## config.mk

```make
export PLATFORM = sky130hd
export DESIGN_NAME = ad_spi_rd
export DESIGN_NICKNAME = d
export VERILOG_FILES = /design/src/rtl/ad_spi_rd.sv
export SDC_FILE = /design/constraint.sdc
export NUM_CORES = 1
export LEC_CHECK = 0
export CORE_UTILIZATION = 50
export CTS_CLUSTER_SIZE = 24
export DETAILED_ROUTE_END_ITERATION = 7
export GPL_TIMING_DRIVEN = 0
export PLACE_DENSITY = 0.83
export SLEW_MARGIN = 20
export SYNTH_ARGS = -nofsm -noshare
export SYNTH_HDL_FRONTEND = slang
export SYNTH_SLANG_ARGS = --single-unit
```

## constraint.sdc

```tcl
create_clock -name clk_i -period 2.1 [get_ports clk_i]
set_clock_uncertainty 0.2 [all_clocks]
set_input_delay 0.315 -clock clk_i [delete_from_list [all_inputs] [get_ports clk_i]]
set_output_delay 0.315 -clock clk_i [all_outputs]
set_load 0.01 [all_outputs]
```

## src/rtl/ad_spi_rd.sv

```systemverilog
// rtl/ad_spi_rd.sv - SPI mode-0 read master shifting one DATA_W-bit ADC sample per frame.
// Define AD_SPI_CONT_EN for free-running acquisition (start_i ignored).
module ad_spi_rd #(
  parameter int CLK_DIV  = 4,
  parameter int DATA_W   = 16,
  parameter int CONV_GAP = 8
) (
  input  logic              clk_i,
  input  logic              reset_n_i,
  input  logic              start_i,
  input  logic              sdo_i,
  output logic              sclk_o,
  output logic              cs_o,
  output logic [DATA_W-1:0] adc_data_o,
  output logic              adc_data_valid_o,
  output logic              busy_o
);

  localparam int CMAX = (CLK_DIV > CONV_GAP) ? CLK_DIV : CONV_GAP;
  localparam int CW   = $clog2(CMAX + 1);
  localparam int BW   = $clog2(DATA_W + 1);
  localparam logic [CW-1:0] DIV_LAST = CW'(CLK_DIV - 1);
  localparam logic [CW-1:0] GAP_LAST = CW'(CONV_GAP - 1);
  localparam logic [BW-1:0] BIT_LAST = BW'(DATA_W - 1);

  typedef enum logic [2:0] {
    IDLE,
    CS_SETUP,
    SHIFT,
    CS_HOLD,
    GAP
  } state_t;

  state_t            state_q, state_d;
  logic [CW-1:0]     cnt_q, cnt_d;
  logic [BW-1:0]     bit_q, bit_d;
  logic [DATA_W-1:0] shift_q, shift_d;
  logic              sclk_d, cs_d, valid_d, busy_d;
  logic [DATA_W-1:0] data_d;
  logic              go;

`ifdef AD_SPI_CONT_EN
  assign go = 1'b1;
`else
  assign go = start_i;
`endif

  always_ff @(posedge clk_i or negedge reset_n_i) begin
    if (!reset_n_i) begin
      state_q          <= IDLE;
      cnt_q            <= '0;
      bit_q            <= '0;
      shift_q          <= '0;
      sclk_o           <= 1'b0;
      cs_o             <= 1'b1;
      adc_data_o       <= '0;
      adc_data_valid_o <= 1'b0;
      busy_o           <= 1'b0;
    end else begin
      state_q          <= state_d;
      cnt_q            <= cnt_d;
      bit_q            <= bit_d;
      shift_q          <= shift_d;
      sclk_o           <= sclk_d;
      cs_o             <= cs_d;
      adc_data_o       <= data_d;
      adc_data_valid_o <= valid_d;
      busy_o           <= busy_d;
    end
  end

  always_comb begin
    state_d = state_q;
    cnt_d   = cnt_q;
    bit_d   = bit_q;
    shift_d = shift_q;
    sclk_d  = sclk_o;
    cs_d    = cs_o;
    data_d  = adc_data_o;
    valid_d = 1'b0;
    busy_d  = busy_o;

    unique case (state_q)
      IDLE: begin
        if (go) begin
          state_d = CS_SETUP;
          cs_d    = 1'b0;
          busy_d  = 1'b1;
          cnt_d   = '0;
          shift_d = '0;
        end
      end

      CS_SETUP: begin
        if (cnt_q == DIV_LAST) begin
          state_d = SHIFT;
          cnt_d   = '0;
          bit_d   = '0;
        end else begin
          cnt_d = cnt_q + 1'b1;
        end
      end

      // Sample sdo_i on the same edge that raises sclk_o; the ADC moves it on the fall.
      SHIFT: begin
        if (cnt_q == DIV_LAST) begin
          cnt_d = '0;
          if (!sclk_o) begin
            sclk_d  = 1'b1;
            shift_d = {shift_q[DATA_W-2:0], sdo_i};
          end else begin
            sclk_d = 1'b0;
            if (bit_q == BIT_LAST) begin
              state_d = CS_HOLD;
            end else begin
              bit_d = bit_q + 1'b1;
            end
          end
        end else begin
          cnt_d = cnt_q + 1'b1;
        end
      end

      CS_HOLD: begin
        if (cnt_q == DIV_LAST) begin
          state_d = GAP;
          cnt_d   = '0;
          cs_d    = 1'b1;
          data_d  = shift_q;
          valid_d = 1'b1;
        end else begin
          cnt_d = cnt_q + 1'b1;
        end
      end

      GAP: begin
        if (cnt_q == GAP_LAST) begin
          cnt_d = '0;
`ifdef AD_SPI_CONT_EN
          state_d = CS_SETUP;
          cs_d    = 1'b0;
          shift_d = '0;
`else
          state_d = IDLE;
          busy_d  = 1'b0;
`endif
        end else begin
          cnt_d = cnt_q + 1'b1;
        end
      end

      default: begin
        state_d = IDLE;
        cs_d    = 1'b1;
        sclk_d  = 1'b0;
        busy_d  = 1'b0;
      end
    endcase
  end

endmodule

```

; ---- Yosys cells after proc, flatten, opt, wreduce, memory -nomap -nowiden
; Index checks and enable logic that the tools add are counted.
[word_totals]
n_memories = 0
rom_bits = 0
reg_bits = 48
mem_bits_rw = 0
out_inout_bits = 20
latchBits = 0
[classes]
n_mux = 32
n_shift = 0
multipliers = 0
reduce_logical = 15
n_addsub = 2
n_eq_ne = 16
n_lt_le_gt_ge = 0
n_bitwise = 3
div = 0
[op_table]
columns = operator, count
row1 = two-way mux 16 bit, 3
row2 = case mux 16 bit (2 select lines), 1
row3 = two-way mux 3 bit, 7
row4 = two-way mux 5 bit, 4
row5 = inequality test 2 bit (second input constant), 9
row6 = case mux 3 bit (5 select lines), 1
row7 = two-way mux 4 bit, 3
row8 = case mux 4 bit (3 select lines), 1
row9 = case mux 5 bit (2 select lines), 1
row10 = two-way mux 1 bit, 8
row11 = AND reduction 7 bit, 1
row12 = == test 3 x 2 -> 1 bit (second input constant), 2
row13 = case mux 1 bit (3 select lines), 2
row14 = AND reduction 2 bit, 3
row15 = AND reduction 3 bit, 2
row16 = OR reduction 3 bit, 2
row17 = adder 5 x 1 -> 5 bit (second input constant), 1
row18 = == test 5 x 4 -> 1 bit (second input constant), 1
row19 = AND reduction 5 bit, 1
row20 = adder 4 x 1 -> 4 bit (second input constant), 1
row21 = == test 4 x 2 -> 1 bit (second input constant), 1
row22 = == test 4 x 3 -> 1 bit (second input constant), 1
row23 = AND reduction 4 bit, 1
row24 = nonzero test 2 bit, 2
row25 = 7 further kinds, 9

; ---- Depth between registers and ports, before layout
[depth]
depth_word = 5
mapped_depth = 7

; ---- Least setup slack after synthesis
; OpenSTA, ideal clock, no wires.
[synth_timing]
kind = reg2reg
from = register cnt_q[0]
to = register adc_data_o[15]
setup_time_ns = 0.125
stages_incl_launch_ff = 7
path_slack_ns = 0.086
synth_period_minus_slack_ns = 2.014
arrival_time_ns = 1.689
n_path_buf = 2
required_ns = 1.775
cell_sequence = dfrtp_1 -> ha_1 -> nor4b_2 -> and3_1 -> buf_4 -> buf_6 -> mux2_2
[synth_via]
elab_chain_len = 2
[synth_rtl]
columns = item, line_no
row1 = start: declaration, 35  ; logic [CW-1:0] cnt_q, cnt_d;
row2 = start signal: assignment, 61  ; cnt_q <= cnt_d;
row3 = == test 4 x 2 -> 1 bit, 125  ; if (cnt_q == DIV_LAST) begin
row4 = AND reduction 2 bit (no line), -
row5 = end signal: assignment, 66  ; adc_data_o <= data_d;
row6 = end: declaration, 14  ; output logic [DATA_W-1:0] adc_data_o,
; Every way passes these cells.
; A chain may end at the register's enable or synchronous reset.

; ---- Worst setup path after layout
[layout_timing]
from = register cnt_q[1]
to = register shift_q[2]
[layout_via]
elab_chain_len = 3
[layout_rtl]
columns = item, line_no
row1 = == test 4 x 2 -> 1 bit, 106  ; if (cnt_q == DIV_LAST) begin
row2 = inequality test 2 bit (no line), -
row3 = AND reduction 4 bit (no line), -
row4 = end signal: assignment, 63  ; shift_q <= shift_d;
row5 = end: declaration, 37  ; logic [DATA_W-1:0] shift_q, shift_d;
; Every way passes these cells.

==> run_results.csv <==
group,metric,value,unit
pwr,vdd_drop_max,0.434,mV
die,die_h,67.7,um
route,routedWlPerCell,14.5,um
global_routing,antenna_found_initial,0,
final_layout,multi_input_area,893,um2
final_layout,antennaDiodeCount,0,
global_routing,grt_max_degree,34,
setup_path,cp_top_family,"simple AND/OR/NAND/NOR gates",
logic_synthesis,yosysWarnings,0,
setup_path,slowest_delay,0.50,ns
timing,fin_setup_tns,0,ns
setup_path,cp_slowest_cell,"or4b_4",
route,dr.pass1.iters,4,
setup_path,arrival,2.11,ns
route,vias_per_cell,5.59,
logic_synthesis,synth_edf_count,0,
final_layout,final_area,0.00267,mm2
logic_synthesis,synth_xor_area_share,0.405,%
pwr,pwr_density_cell,615,mW/mm2
placed_design,port_buffers,23,
setup_path,crit_type,"flop to flop",
setup_path,crit_required,2.11,ns
timing,min_period_over_period,99.9,%
die,core-area,0.00409,mm2
logic_synthesis,async_reset_ff_share,100,%
setup_path,cp_max_fo,10,
setup_path,crit_buf_inv,2,
final_layout,final_util,65.3,%
logic_synthesis,ys_ff_latch,48,
global_routing,grt_first_pass_wirelength,6.59,mm
timing,drv_slew,0,
logic_synthesis,synth_flop_cell,"dfrtp_1",
logic_synthesis,synth-adder-area-share,2.66,%
timing,worst_pin_slew,0.649,ns
die,row_count,23,
clock_tree,path_clk_slew,0.09,ns
clock_tree,cts_tree,"built",
clock_tree,numCtsBuffers,5,
die,die_x,67.7,um
placed_design,placed_area,0.00247,mm2
logic_synthesis,netlist.area_leader.share,54.4,%
logic_synthesis,synth_cell_type_count,42,
setup_path,start_kind,"flop",
route,first_iter_violations,94,
logic_synthesis,yosysSeqAreaShare,55.6,%
logic_synthesis,synthCells,199,
route,drc_errors,0,
clock_tree,root_buffer,"clkbuf_8",
pwr,leakage,1.20,nW
placed_design,gp_congestion,0.794,
logic_synthesis,netlist_area,0.00216,mm2
route,vias,1587,
route,drtAntennaViolNets,0,
timing,finalWorstPathRequiredPeriod,2.10,ns
clock_tree,cts.sinks,48,
die,start_util,52.9,%
global_routing,grt_pass1_vias,1494,
placed_design,dp_hpwl,2.63,mm
global_routing,track_usage,19.4,%
hold_path,min_path_type,"primary input to async pin",
die,fp.dieArea,0.00459,mm2
logic_synthesis,synth_mux_area_share,9.84,%
final_layout,drive_above_1_share,20.1,%
setup_path,critPathCaptureType,"flop",
clock_tree,clock_latency,0.30,ns
logic_synthesis,synth_nets,206,
logic_synthesis,synth_top_family_by_area,"simple AND/OR/NAND/NOR gates",
logic_synthesis,synth_area_per_cell,10.9,um2
timing,setup_viol,0,
final_layout,fillers,327,
logic_synthesis,synth_compound_area_share,11.7,%
timing,rsz0062_at_grt,"yes",
final_layout,nNetsFinal,240,
die,io_pins,24,
setup_path,crit_chain,"ha_4 > or4b_4 > nor4_4 > buf_4 > buf_6 > nand2_1 > o21ai_0",
final_layout,seqCellArea,0.00120,mm2
timing,final_hold_viol_count,0,
run_status,status,"finished clean",
final_layout,synthToLayoutAreaGrowth,23.5,%
timing,clock.fmax,477,MHz
clock_tree,clk_path_buf_depth,2,
global_routing,grt_overflow_total,0,
clock_tree,cts_htree_levels,2,
logic_synthesis,yosys.area.top_type,"dfrtp_1",
timing,relSlewSlack,56.8,%
logic_synthesis,ys_top_cells_by_area,"dfrtp_1 54%, mux2_2 8.3%, nand2_1 6.8%, o21ai_0 3.5%, o21ai_1 2.1%",
run,drv_cap,0,
logic_synthesis,yosys.area_share.simple,15.5,%
route,wl,4.11,mm
==> path summary, 6_finish.rpt <==
kind,start,end,slack (ns),cells after the start
max,cnt_q[1],shift_q[2],0.002,7
max reg2reg,cnt_q[1],shift_q[2],0.002,7
min,reset_n_i,sclk_o,0.26,2
min in group clk_i,bit_q[4],bit_q[4],0.29,2
min reg2reg,bit_q[4],bit_q[4],0.29,2
max in group asynchronous,reset_n_i,cnt_q[3],0.95,3
==> synthesized netlist by cell type (2+ instances only) <==
| cell type | n |
|---|---|
| buf_4 | 3 |
| maj3_1 | 2 |
| nor2_1 | 6 |
| mux2_2 | 16 |
| o21ai_1 | 9 |
| nor2b_1 | 3 |
| nand4_1 | 2 |
| buf_2 | 2 |
| inv_1 | 7 |
| nand2_1 | 39 |
| dfrtp_1 | 47 |
| and3_1 | 4 |
| a22oi_1 | 2 |
| ha_1 | 3 |
| a31oi_1 | 3 |
| clkbuf_1 | 6 |
| and2_1 | 2 |
| a21oi_1 | 5 |
| o21ai_0 | 15 |
==> layout make-up <==
cell class	count	share of cell area, %
flip-flops and latches	48	45.2
clock inverters	3	1.74
plain buffers	10	3.00
inverters	7	0.985
well taps	50	2.35
multi-input cells	132	33.5
clock buffers	5	2.58
repair buffers	29	10.7
==> metal layers <==
layer | global-route usage [%] | share of wire, %
met3 | 4.05 | 2.7
met4 | 7.71 | 1.7
met5 | 0 | 0
met1 | 24.9 | 46
met2 | 31.7 | 49
==> placed cells by master, fill, tap and decap left out, types with 3 or more instances in the layout <==
master,n
a31oi_1,3
o21ai_0,14
nor2b_1,3
mux2_2,16
nand2_1,39
clkdlybuf4s50_1,22
a21oi_1,5
nor2_1,6
dfrtp_1,45
clkbuf_8,5
buf_4,4
buf_6,4
inv_1,7
and3_1,4
clkbuf_1,4
o21ai_1,9
==> sequential cells by signal, summed over array words and instances (netlist names) <==
signal,count
adc_data_o,16
adc_data_valid_o,1
bit_q,5
busy_o,1
cnt_q,4
cs_o,1
sclk_o,1
shift_q,16
state_q,3
==> report_power, final <==
part / internal (mW) / total (mW) / switching [mW]
registers: 0.928 / 0.932 / 0.00382
clock network: 0.359 / 0.674 / 0.316
logic: 0.0110 / 0.0336 / 0.0226
total: 1.30 / 1.64 / 0.342
==> cells by family after synthesis <==
family | after synthesis
AND/OR/NAND/NOR | 65
flip-flops | 48
AO/OA/AOI/OAI | 43
buffers and inverters | 19
multiplexers | 18
adder cells (fa/ha/maj) | 5
XOR/XNOR | 1
==> metrics by stage <==
stage	worst slack (ns)	std cells	hold slack (ns)	total power, mW
2_1_floorplan	0.0862	199	-0.181	0.954
3_3_place_gp	-0.803	272	0.269	0.979
3_5_place_dp	-0.216	273	0.0525	0.984
4_1_cts	0.0143	284	0.265	1.65
5_1_grt	-0.0797	284	0.305	1.69
6_report	0.00183	284	0.257	1.64
==> timing repair <==
item                                   4_1_cts  5_1_grt
hold buffers                                 1        0
pin swaps                                    0        7
setup endpoints to repair                   30       29
endpoints found under the hold margin       14        0
gates resized for setup                      4       10
setup buffers                                2        2
(Power assumes the default switching activity.)
